### src/rtl/physics_pkg.sv
// Shared definitions for the soft-body point scheduler: default field widths,
// the point record layout, the scheduler state encoding and an address-width helper.
`timescale 1ns/1ps
package physics_pkg;

  localparam int POSITION_SIZE_DEF = 8;
  localparam int VELOCITY_SIZE_DEF = 8;

  typedef struct packed {
    logic [POSITION_SIZE_DEF-1:0] pos_x;
    logic [POSITION_SIZE_DEF-1:0] pos_y;
    logic [VELOCITY_SIZE_DEF-1:0] vel_x;
    logic [VELOCITY_SIZE_DEF-1:0] vel_y;
  } point_t;

  typedef enum logic [1:0] {
    ST_IDLE  = 2'd0,
    ST_ISSUE = 2'd1,
    ST_WAIT  = 2'd2,
    ST_DONE  = 2'd3
  } sched_state_e;

  function automatic int addr_width(input int n);
    return (n <= 1) ? 1 : $clog2(n);
  endfunction

endpackage

### src/rtl/point_update_scheduler_if.sv
// Handshake between the scheduler (master) and the external update engine (slave):
// one-cycle begin strobe with operands, answered later by a one-cycle result strobe.
`timescale 1ns/1ps
interface point_update_scheduler_if #(
  parameter int POSITION_SIZE = 8,
  parameter int VELOCITY_SIZE = 8
) ();

  logic                     up_begin_out;
  logic [POSITION_SIZE-1:0] up_pos_x_out;
  logic [POSITION_SIZE-1:0] up_pos_y_out;
  logic [VELOCITY_SIZE-1:0] up_vel_x_out;
  logic [VELOCITY_SIZE-1:0] up_vel_y_out;
  logic                     up_result_in;
  logic [POSITION_SIZE-1:0] up_new_pos_x_in;
  logic [POSITION_SIZE-1:0] up_new_pos_y_in;
  logic [VELOCITY_SIZE-1:0] up_new_vel_x_in;
  logic [VELOCITY_SIZE-1:0] up_new_vel_y_in;

  modport master (
    output up_begin_out, up_pos_x_out, up_pos_y_out, up_vel_x_out, up_vel_y_out,
    input  up_result_in, up_new_pos_x_in, up_new_pos_y_in, up_new_vel_x_in, up_new_vel_y_in
  );

  modport slave (
    input  up_begin_out, up_pos_x_out, up_pos_y_out, up_vel_x_out, up_vel_y_out,
    output up_result_in, up_new_pos_x_in, up_new_pos_y_in, up_new_vel_x_in, up_new_vel_y_in
  );

endinterface

### src/rtl/point_store.sv
// Point record storage: one write port, a combinational issue read port for the
// scheduler and a registered renderer read port that returns pre-write data.
`timescale 1ns/1ps
module point_store #(
  parameter int POSITION_SIZE = 8,
  parameter int VELOCITY_SIZE = 8,
  parameter int NUM_POINTS    = 8,
  parameter int AW            = 3
) (
  input  logic                     clk_in,
  input  logic                     rst_in,
  input  logic                     wr_en_in,
  input  logic [AW-1:0]            wr_addr_in,
  input  logic [POSITION_SIZE-1:0] wr_pos_x_in,
  input  logic [POSITION_SIZE-1:0] wr_pos_y_in,
  input  logic [VELOCITY_SIZE-1:0] wr_vel_x_in,
  input  logic [VELOCITY_SIZE-1:0] wr_vel_y_in,
  input  logic [AW-1:0]            iss_addr_in,
  output logic [POSITION_SIZE-1:0] iss_pos_x_out,
  output logic [POSITION_SIZE-1:0] iss_pos_y_out,
  output logic [VELOCITY_SIZE-1:0] iss_vel_x_out,
  output logic [VELOCITY_SIZE-1:0] iss_vel_y_out,
  input  logic [AW-1:0]            rd_addr_in,
  output logic [POSITION_SIZE-1:0] rd_pos_x_out,
  output logic [POSITION_SIZE-1:0] rd_pos_y_out
);

  typedef struct packed {
    logic [POSITION_SIZE-1:0] pos_x;
    logic [POSITION_SIZE-1:0] pos_y;
    logic [VELOCITY_SIZE-1:0] vel_x;
    logic [VELOCITY_SIZE-1:0] vel_y;
  } entry_t;

  entry_t                   entries_q [NUM_POINTS];
  entry_t                   entries_d [NUM_POINTS];
  logic [POSITION_SIZE-1:0] rd_pos_x_q, rd_pos_x_d;
  logic [POSITION_SIZE-1:0] rd_pos_y_q, rd_pos_y_d;
  logic                     rd_addr_ok;

  assign rd_addr_ok = (32'(rd_addr_in) < 32'(NUM_POINTS));

  always_comb begin
    entries_d = entries_q;
    if (wr_en_in) begin
      entries_d[wr_addr_in] = '{pos_x: wr_pos_x_in, pos_y: wr_pos_y_in,
                                vel_x: wr_vel_x_in, vel_y: wr_vel_y_in};
    end
  end

  // Reads sample the current contents, so a same-cycle write is not visible yet.
  always_comb begin
    rd_pos_x_d = '0;
    rd_pos_y_d = '0;
    if (rd_addr_ok) begin
      rd_pos_x_d = entries_q[rd_addr_in].pos_x;
      rd_pos_y_d = entries_q[rd_addr_in].pos_y;
    end
  end

  always_ff @(posedge clk_in or negedge rst_in) begin
    if (!rst_in) begin
      for (int i = 0; i < NUM_POINTS; i++) begin
        entries_q[i] <= '0;
      end
      rd_pos_x_q <= '0;
      rd_pos_y_q <= '0;
    end else begin
      entries_q  <= entries_d;
      rd_pos_x_q <= rd_pos_x_d;
      rd_pos_y_q <= rd_pos_y_d;
    end
  end

  assign iss_pos_x_out = entries_q[iss_addr_in].pos_x;
  assign iss_pos_y_out = entries_q[iss_addr_in].pos_y;
  assign iss_vel_x_out = entries_q[iss_addr_in].vel_x;
  assign iss_vel_y_out = entries_q[iss_addr_in].vel_y;
  assign rd_pos_x_out  = rd_pos_x_q;
  assign rd_pos_y_out  = rd_pos_y_q;

endmodule

### src/rtl/point_update_scheduler.sv
// Walks every stored point once per frame, handing each to the update engine and
// writing back its answer, or skipping the point and flagging an error on timeout.
`timescale 1ns/1ps
module point_update_scheduler
  import physics_pkg::*;
#(
  parameter int  POSITION_SIZE = POSITION_SIZE_DEF,
  parameter int  VELOCITY_SIZE = VELOCITY_SIZE_DEF,
  parameter int  NUM_POINTS    = 8,
  parameter int  TIMEOUT       = 64,
  localparam int AW            = addr_width(NUM_POINTS)
) (
  input  logic                     clk_in,
  input  logic                     rst_in,
  input  logic                     frame_start_in,
  output logic                     busy_out,
  output logic                     frame_done_out,
  output logic                     overrun_out,
  output logic                     timeout_err_out,
  input  logic                     cfg_we_in,
  input  logic [AW-1:0]            cfg_addr_in,
  input  logic [POSITION_SIZE-1:0] cfg_pos_x_in,
  input  logic [POSITION_SIZE-1:0] cfg_pos_y_in,
  input  logic [VELOCITY_SIZE-1:0] cfg_vel_x_in,
  input  logic [VELOCITY_SIZE-1:0] cfg_vel_y_in,
  output logic                     cfg_ready_out,
  input  logic [AW-1:0]            rd_addr_in,
  output logic [POSITION_SIZE-1:0] rd_pos_x_out,
  output logic [POSITION_SIZE-1:0] rd_pos_y_out,
  point_update_scheduler_if.master up
);

  localparam int CW = (TIMEOUT <= 1) ? 1 : $clog2(TIMEOUT);

  sched_state_e             state_q, state_d;
  logic [AW-1:0]            idx_q, idx_d;
  logic [CW-1:0]            cnt_q, cnt_d;
  logic                     timeout_err_q, timeout_err_d;
  logic                     advance;

  logic                     cfg_addr_ok;
  logic                     wr_en;
  logic [AW-1:0]            wr_addr;
  logic [POSITION_SIZE-1:0] wr_pos_x, wr_pos_y;
  logic [VELOCITY_SIZE-1:0] wr_vel_x, wr_vel_y;
  logic [POSITION_SIZE-1:0] iss_pos_x, iss_pos_y;
  logic [VELOCITY_SIZE-1:0] iss_vel_x, iss_vel_y;
  logic                     operands_live;

  assign cfg_addr_ok = (32'(cfg_addr_in) < 32'(NUM_POINTS));

  always_comb begin
    state_d       = state_q;
    idx_d         = idx_q;
    cnt_d         = cnt_q;
    timeout_err_d = timeout_err_q;
    advance       = 1'b0;
    case (state_q)
      ST_IDLE: begin
        if (frame_start_in) begin
          idx_d         = '0;
          cnt_d         = '0;
          timeout_err_d = 1'b0;
          state_d       = ST_ISSUE;
        end
      end
      ST_ISSUE: begin
        cnt_d   = '0;
        state_d = ST_WAIT;
      end
      ST_WAIT: begin
        if (up.up_result_in) begin
          advance = 1'b1;
        end else if (cnt_q == CW'(TIMEOUT - 1)) begin
          advance       = 1'b1;
          timeout_err_d = 1'b1;
        end else begin
          cnt_d = cnt_q + CW'(1);
        end
      end
      ST_DONE: state_d = ST_IDLE;
      default: state_d = ST_IDLE;
    endcase
    // A result and a timeout both move on to the next point; only a result writes.
    if (advance) begin
      if (idx_q == AW'(NUM_POINTS - 1)) begin
        state_d = ST_DONE;
      end else begin
        idx_d   = idx_q + AW'(1);
        state_d = ST_ISSUE;
      end
    end
  end

  always_ff @(posedge clk_in or negedge rst_in) begin
    if (!rst_in) begin
      state_q       <= ST_IDLE;
      idx_q         <= '0;
      cnt_q         <= '0;
      timeout_err_q <= 1'b0;
    end else begin
      state_q       <= state_d;
      idx_q         <= idx_d;
      cnt_q         <= cnt_d;
      timeout_err_q <= timeout_err_d;
    end
  end

  // Host writes only land while idle; engine results only land while waiting.
  always_comb begin
    wr_en    = 1'b0;
    wr_addr  = idx_q;
    wr_pos_x = up.up_new_pos_x_in;
    wr_pos_y = up.up_new_pos_y_in;
    wr_vel_x = up.up_new_vel_x_in;
    wr_vel_y = up.up_new_vel_y_in;
    if (state_q == ST_WAIT && up.up_result_in) begin
      wr_en = 1'b1;
    end else if (state_q == ST_IDLE && cfg_we_in && cfg_addr_ok) begin
      wr_en    = 1'b1;
      wr_addr  = cfg_addr_in;
      wr_pos_x = cfg_pos_x_in;
      wr_pos_y = cfg_pos_y_in;
      wr_vel_x = cfg_vel_x_in;
      wr_vel_y = cfg_vel_y_in;
    end
  end

  point_store #(
    .POSITION_SIZE(POSITION_SIZE),
    .VELOCITY_SIZE(VELOCITY_SIZE),
    .NUM_POINTS   (NUM_POINTS),
    .AW           (AW)
  ) u_store (
    .clk_in       (clk_in),
    .rst_in       (rst_in),
    .wr_en_in     (wr_en),
    .wr_addr_in   (wr_addr),
    .wr_pos_x_in  (wr_pos_x),
    .wr_pos_y_in  (wr_pos_y),
    .wr_vel_x_in  (wr_vel_x),
    .wr_vel_y_in  (wr_vel_y),
    .iss_addr_in  (idx_q),
    .iss_pos_x_out(iss_pos_x),
    .iss_pos_y_out(iss_pos_y),
    .iss_vel_x_out(iss_vel_x),
    .iss_vel_y_out(iss_vel_y),
    .rd_addr_in   (rd_addr_in),
    .rd_pos_x_out (rd_pos_x_out),
    .rd_pos_y_out (rd_pos_y_out)
  );

  assign busy_out        = (state_q != ST_IDLE);
  assign cfg_ready_out   = !busy_out;
  assign frame_done_out  = (state_q == ST_DONE);
  assign overrun_out     = busy_out && frame_start_in;
  assign timeout_err_out = timeout_err_q;

  // The entry under idx cannot change until WAIT ends, so operands stay stable.
  assign operands_live   = (state_q == ST_ISSUE) || (state_q == ST_WAIT);
  assign up.up_begin_out = (state_q == ST_ISSUE);
  assign up.up_pos_x_out = operands_live ? iss_pos_x : '0;
  assign up.up_pos_y_out = operands_live ? iss_pos_y : '0;
  assign up.up_vel_x_out = operands_live ? iss_vel_x : '0;
  assign up.up_vel_y_out = operands_live ? iss_vel_y : '0;

endmodule

### src/flat_wrapper.sv
// flat-port wrapper written by rule: the top's interface ports become plain ports
module point_update_scheduler_flat import physics_pkg::*;
#(
  parameter int  POSITION_SIZE = POSITION_SIZE_DEF,
  parameter int  VELOCITY_SIZE = VELOCITY_SIZE_DEF,
  parameter int  NUM_POINTS    = 8,
  parameter int  TIMEOUT       = 64,
  localparam int AW            = addr_width(NUM_POINTS)
)
  (clk_in, rst_in, frame_start_in, busy_out, frame_done_out, overrun_out, timeout_err_out, cfg_we_in, cfg_addr_in, cfg_pos_x_in, cfg_pos_y_in, cfg_vel_x_in, cfg_vel_y_in, cfg_ready_out, rd_addr_in, rd_pos_x_out, rd_pos_y_out, up_up_begin_out, up_up_pos_x_out, up_up_pos_y_out, up_up_vel_x_out, up_up_vel_y_out, up_up_result_in, up_up_new_pos_x_in, up_up_new_pos_y_in, up_up_new_vel_x_in, up_up_new_vel_y_in);
  point_update_scheduler_if #(.POSITION_SIZE(POSITION_SIZE), .VELOCITY_SIZE(VELOCITY_SIZE)) up_i ();
  input  logic clk_in;
  input  logic rst_in;
  input  logic frame_start_in;
  output logic busy_out;
  output logic frame_done_out;
  output logic overrun_out;
  output logic timeout_err_out;
  input  logic cfg_we_in;
  input  logic [AW-1:0] cfg_addr_in;
  input  logic [POSITION_SIZE-1:0] cfg_pos_x_in;
  input  logic [POSITION_SIZE-1:0] cfg_pos_y_in;
  input  logic [VELOCITY_SIZE-1:0] cfg_vel_x_in;
  input  logic [VELOCITY_SIZE-1:0] cfg_vel_y_in;
  output logic cfg_ready_out;
  input  logic [AW-1:0] rd_addr_in;
  output logic [POSITION_SIZE-1:0] rd_pos_x_out;
  output logic [POSITION_SIZE-1:0] rd_pos_y_out;
  output wire logic [$bits(up_i.up_begin_out)-1:0] up_up_begin_out;
  output wire logic [$bits(up_i.up_pos_x_out)-1:0] up_up_pos_x_out;
  output wire logic [$bits(up_i.up_pos_y_out)-1:0] up_up_pos_y_out;
  output wire logic [$bits(up_i.up_vel_x_out)-1:0] up_up_vel_x_out;
  output wire logic [$bits(up_i.up_vel_y_out)-1:0] up_up_vel_y_out;
  input wire logic [$bits(up_i.up_result_in)-1:0] up_up_result_in;
  input wire logic [$bits(up_i.up_new_pos_x_in)-1:0] up_up_new_pos_x_in;
  input wire logic [$bits(up_i.up_new_pos_y_in)-1:0] up_up_new_pos_y_in;
  input wire logic [$bits(up_i.up_new_vel_x_in)-1:0] up_up_new_vel_x_in;
  input wire logic [$bits(up_i.up_new_vel_y_in)-1:0] up_up_new_vel_y_in;
  assign up_up_begin_out = up_i.up_begin_out;
  assign up_up_pos_x_out = up_i.up_pos_x_out;
  assign up_up_pos_y_out = up_i.up_pos_y_out;
  assign up_up_vel_x_out = up_i.up_vel_x_out;
  assign up_up_vel_y_out = up_i.up_vel_y_out;
  assign up_i.up_result_in = up_up_result_in;
  assign up_i.up_new_pos_x_in = up_up_new_pos_x_in;
  assign up_i.up_new_pos_y_in = up_up_new_pos_y_in;
  assign up_i.up_new_vel_x_in = up_up_new_vel_x_in;
  assign up_i.up_new_vel_y_in = up_up_new_vel_y_in;
  point_update_scheduler #(.POSITION_SIZE(POSITION_SIZE), .VELOCITY_SIZE(VELOCITY_SIZE), .NUM_POINTS(NUM_POINTS), .TIMEOUT(TIMEOUT)) u_core (.clk_in(clk_in), .rst_in(rst_in), .frame_start_in(frame_start_in), .busy_out(busy_out), .frame_done_out(frame_done_out), .overrun_out(overrun_out), .timeout_err_out(timeout_err_out), .cfg_we_in(cfg_we_in), .cfg_addr_in(cfg_addr_in), .cfg_pos_x_in(cfg_pos_x_in), .cfg_pos_y_in(cfg_pos_y_in), .cfg_vel_x_in(cfg_vel_x_in), .cfg_vel_y_in(cfg_vel_y_in), .cfg_ready_out(cfg_ready_out), .rd_addr_in(rd_addr_in), .rd_pos_x_out(rd_pos_x_out), .rd_pos_y_out(rd_pos_y_out), .up(up_i));
endmodule
### config.mk
export PLATFORM = sky130hd
export DESIGN_NAME = point_update_scheduler_flat
export DESIGN_NICKNAME = d
export VERILOG_FILES = /design/src/rtl/physics_pkg.sv /design/src/rtl/point_update_scheduler_if.sv /design/src/rtl/point_store.sv /design/src/rtl/point_update_scheduler.sv /design/src/flat_wrapper.sv
export SDC_FILE = /design/constraint.sdc
export NUM_CORES = 1
export LEC_CHECK = 0
export CAP_MARGIN = 20
export CELL_PAD_IN_SITES_DETAIL_PLACEMENT = 0
export CELL_PAD_IN_SITES_GLOBAL_PLACEMENT = 1
export CORE_AREA = 2 2 180 182
export CTS_BUF_LIST = sky130_fd_sc_hd__clkbuf_8
export DETAILED_ROUTE_END_ITERATION = 10
export DIE_AREA = 0 0 182 184
export PLACE_DENSITY = 0.88
export SLEW_MARGIN = 20
export SYNTH_ARGS = -nofsm -noshare
export SYNTH_HDL_FRONTEND = slang
export SYNTH_SLANG_ARGS = --single-unit
### constraint.sdc
create_clock -name clk_in -period 2.2 [get_ports clk_in]
set_input_delay 0.22 -clock clk_in [delete_from_list [all_inputs] [get_ports clk_in]]
set_output_delay 0.22 -clock clk_in [all_outputs]
set_load 0.1 [all_outputs]
==> results.yml <==
power:
  peakVddDrop_v: 0.00155
  powerDensity_nw_per_um2: 1750
  total_leakage_power_nw: 8.61
setup_path:
  timing.rr.start: "u_core.idx_q[0]$_DFF_PN0_"
  r2r_cells: 9
  crit_type: "register to output pin"
  timing.rr.end: "u_core.u_store.entries_q[181]$_DFFE_PN0P_"
  cp_max_fo: 5
  cp.arrival_ps: 2530
  cp.required_ps: 1980
  start_kind: "register"
  cp-end-kind: "output pin"
  ff2ff_setup_slack_ps: -150
floorplan:
  die_x_um: 182
  core_sq_um: 31400
  dieArea_sq_um: 33500
  die_y_um: 184
  initial_core_util_pct: 45.5
  row_count: 65
  num_io_pins: 129
synthesis:
  synth_sequential_area_ratio_pct: 49.7
  syn_nets: 985
  synth_seq_cells: 284
  ys_warn_count: 0
  synth.avg_cell_area_sq_um: 15.8
  synth_area_sq_um: 14300
  netlist_instances: 903
  ys_top_cells_by_area: "dfrtp_1, mux2_2, mux4_2, mux2i_1, mux2_4"
  yosys.area.top_type: "dfrtp_1"
  synth_cell_types: 49
  yosysTopAreaCellShare_pct: 49.7
timing:
  relSlewSlack_pct: 44.8
  fin_setup_tns_ps: -21920
  min_period_over_period_pct: 125
  fin_crit_ps: 2750
  worst_pin_slew_ps: 815
  hold_viol: 0
  worst_slack_ps: -551
  skew_ps: 38.8
  slew_violations: 0
  setup_viol: 186
  grt_setup_unrepaired: "true"
  timing.fmax_mhz: 363
layout:
  diodes: 0
  layout.area.seq_sq_um: 7120
  multi_input_area_sq_um: 8070
  final_area_sq_um: 19700
  nNetsFinal: 1197
  instances_no_fill: 1547
  drive_gt1_share_pct: 61.4
  fillCellCount: 2153
  syn_to_final_growth_pct: 38.0
clocking:
  clk_pin_slew_ps: 60
  clock_latency_ps: 590
  clock-sinks: 284
  cts_root_buffer: "clkbuf_8"
  cts_buffer_depth: 3
  cts_tree: "done"
  cts_buffers: 48
  htree_num_levels: 2
grt:
  grt_pass1_wl_um: 54500
  grt_max_degree: 62
  grtUsageTotal_pct: 20.8
  grt-ovfl-total: 0
  antenna_found_initial: 0
  grt_pass1_vias: 9646
hold_path:
  hold_class: "input pin to asynchronous set/reset pin"
placed_design:
  dp.cells: 1428
  hpwl_um: 21200
  placed_area_sq_um: 17500
  io_buffer_count: 128
  gp_congestion: 0.740
outcome:
  violations: "setup timing"
  status: "complete, but fails checks"
routing:
  routedWlPerCell_um: 24.5
  drtIter0Drc: 558
  drc: 0
  drt_wl_total_um: 38000
  viasPerCell: 5.82
  ant_nets: 0
  vias: 9008
  first_pass_iters: 5
run:
  maxCapViolCount: 0
## routing by layer
layer | share of wire (%) | vias to the layer above | track usage [%]
met1 | 43 | 4814 | 27.7
met2 | 50 | 275 | 35.3
li1 | - | 3846 | -
met4 | 2.7 | 0 | 6.58
met5 | 0 | - | 0
met3 | 4.2 | 73 | 3.25
## cells in the final DEF, fill, tap and decap left out, drive strengths merged, types with 19 or more instances in the layout
| master | netlist | routed |
|---|---|---|
| nor2b | 35 | 35 |
| mux4 | 96 | 96 |
| clkbuf | 10 | 74 |
| inv | 3 | 19 |
| dfrtp | 284 | 284 |
| mux2i | 35 | 35 |
| clkdlybuf4s50 | 0 | 71 |
| mux2 | 304 | 304 |
| buf | 52 | 138 |
## power breakdown
part | internal [W] | switching (W)
clock network | 0.00244 | 0.00217
logic | 0.0102 | 0.0108
registers | 0.00743 | 0.00151
## repair_timing
item / 4_1_cts / 5_1_grt
resized for setup: 42 / 106
pin swaps: 1 / 5
gates cloned: 4 / 16
setup endpoints to repair: 44 / 209
buffers inserted: 9 / 10
hold buffers: 1 / 0
endpoints found under the hold margin: 53 / 0
## per-stage QoR
stage	util (%)	hold slack (ps)	worst slack, ps	power (W)
6_report	62.8	165	-551	0.0345
5_1_grt	62.8	222	-600	0.0359
4_1_cts	59.9	191	-491	0.0335
3_5_place_dp	55.6	207	-157	0.0277
3_3_place_gp	55.6	203	-100	0.0273
2_1_floorplan	-	-75.6	-139	0.0220
## critical path, cell delays in order (launching register included)
cell and delay [ps]:
dfrtp_4 520, buf_12 160, buf_12 130, mux4_2 510, mux2i_1 250, buf_4 190
nor2b_4 50, buf_12 160
## registers in the layout, indices dropped and copies added, names as in the netlist
register / count
u_core.cnt_q: 6
u_core.idx_q: 3
u_core.state_q: 2
u_core.timeout_err_out: 1
u_core.u_store.entries_q: 256
u_core.u_store.rd_pos_x_out: 8
u_core.u_store.rd_pos_y_out: 8
## cell usage after synthesis, drive strengths merged
master	number
a31o	1
buf	52
o311a	1
o31a	1
clkbuf	10
o211ai	2
o31ai	4
a31oi	1
o21ai	11
or2	1
and4b	1
dfrtp	284
a22o	1
nand4	2
nand3b	2
nand3	7
nand2b	3
o22ai	1
a2bb2oi	1
a21oi	6
and3b	1
inv	3
mux4	96
nor2	6
a21boi	3
ha	7
nand4b	1
a41o	1
nor2b	35
o311ai	2
mux2	304
a22oi	1
and2	3
mux2i	35
and3	2
nand2	11
## worst max-delay path by stage
stage / from / to
after floorplan: u_core.state_q[0]$_DFFE_PN0P_ / u_core.u_store.entries_q[87]$_DFFE_PN0P_
final: u_core.idx_q[0]$_DFF_PN0_ / up_up_pos_x_out[7]
after detailed placement: cfg_we_in / u_core.u_store.entries_q[79]$_DFFE_PN0P_
after CTS: u_core.idx_q[0]$_DFF_PN0_ / up_up_vel_y_out[2]
after global placement: cfg_we_in / u_core.u_store.entries_q[95]$_DFFE_PN0P_
after global routing: u_core.idx_q[0]$_DFF_PN0_ / up_up_pos_x_out[7]
## cell type report
class	count	share of cell area (%)
Clock buffer	60	4.19
Clock inverter	20	0.444
Sequential cell	284	36.1
Timing Repair Buffer	224	15.7
Multi-Input combinational cell	554	40.9
Inverter	3	0.0571
Tap cell	402	2.55
## kinds of logic (layout without fill, tap and decap cells)
logic type / count (synthesis) / after routing / synth area share (%)
mux: 435 / 435 / 42.0
flops: 284 / 284 / 49.7
compound gates: 37 / 37 / 2.12
simple gates: 75 / 75 / 3.04
buf+inv: 65 / 307 / 2.56
fa+ha+maj: 7 / 7 / 0.613
Power figures use the tool's default switching activity.
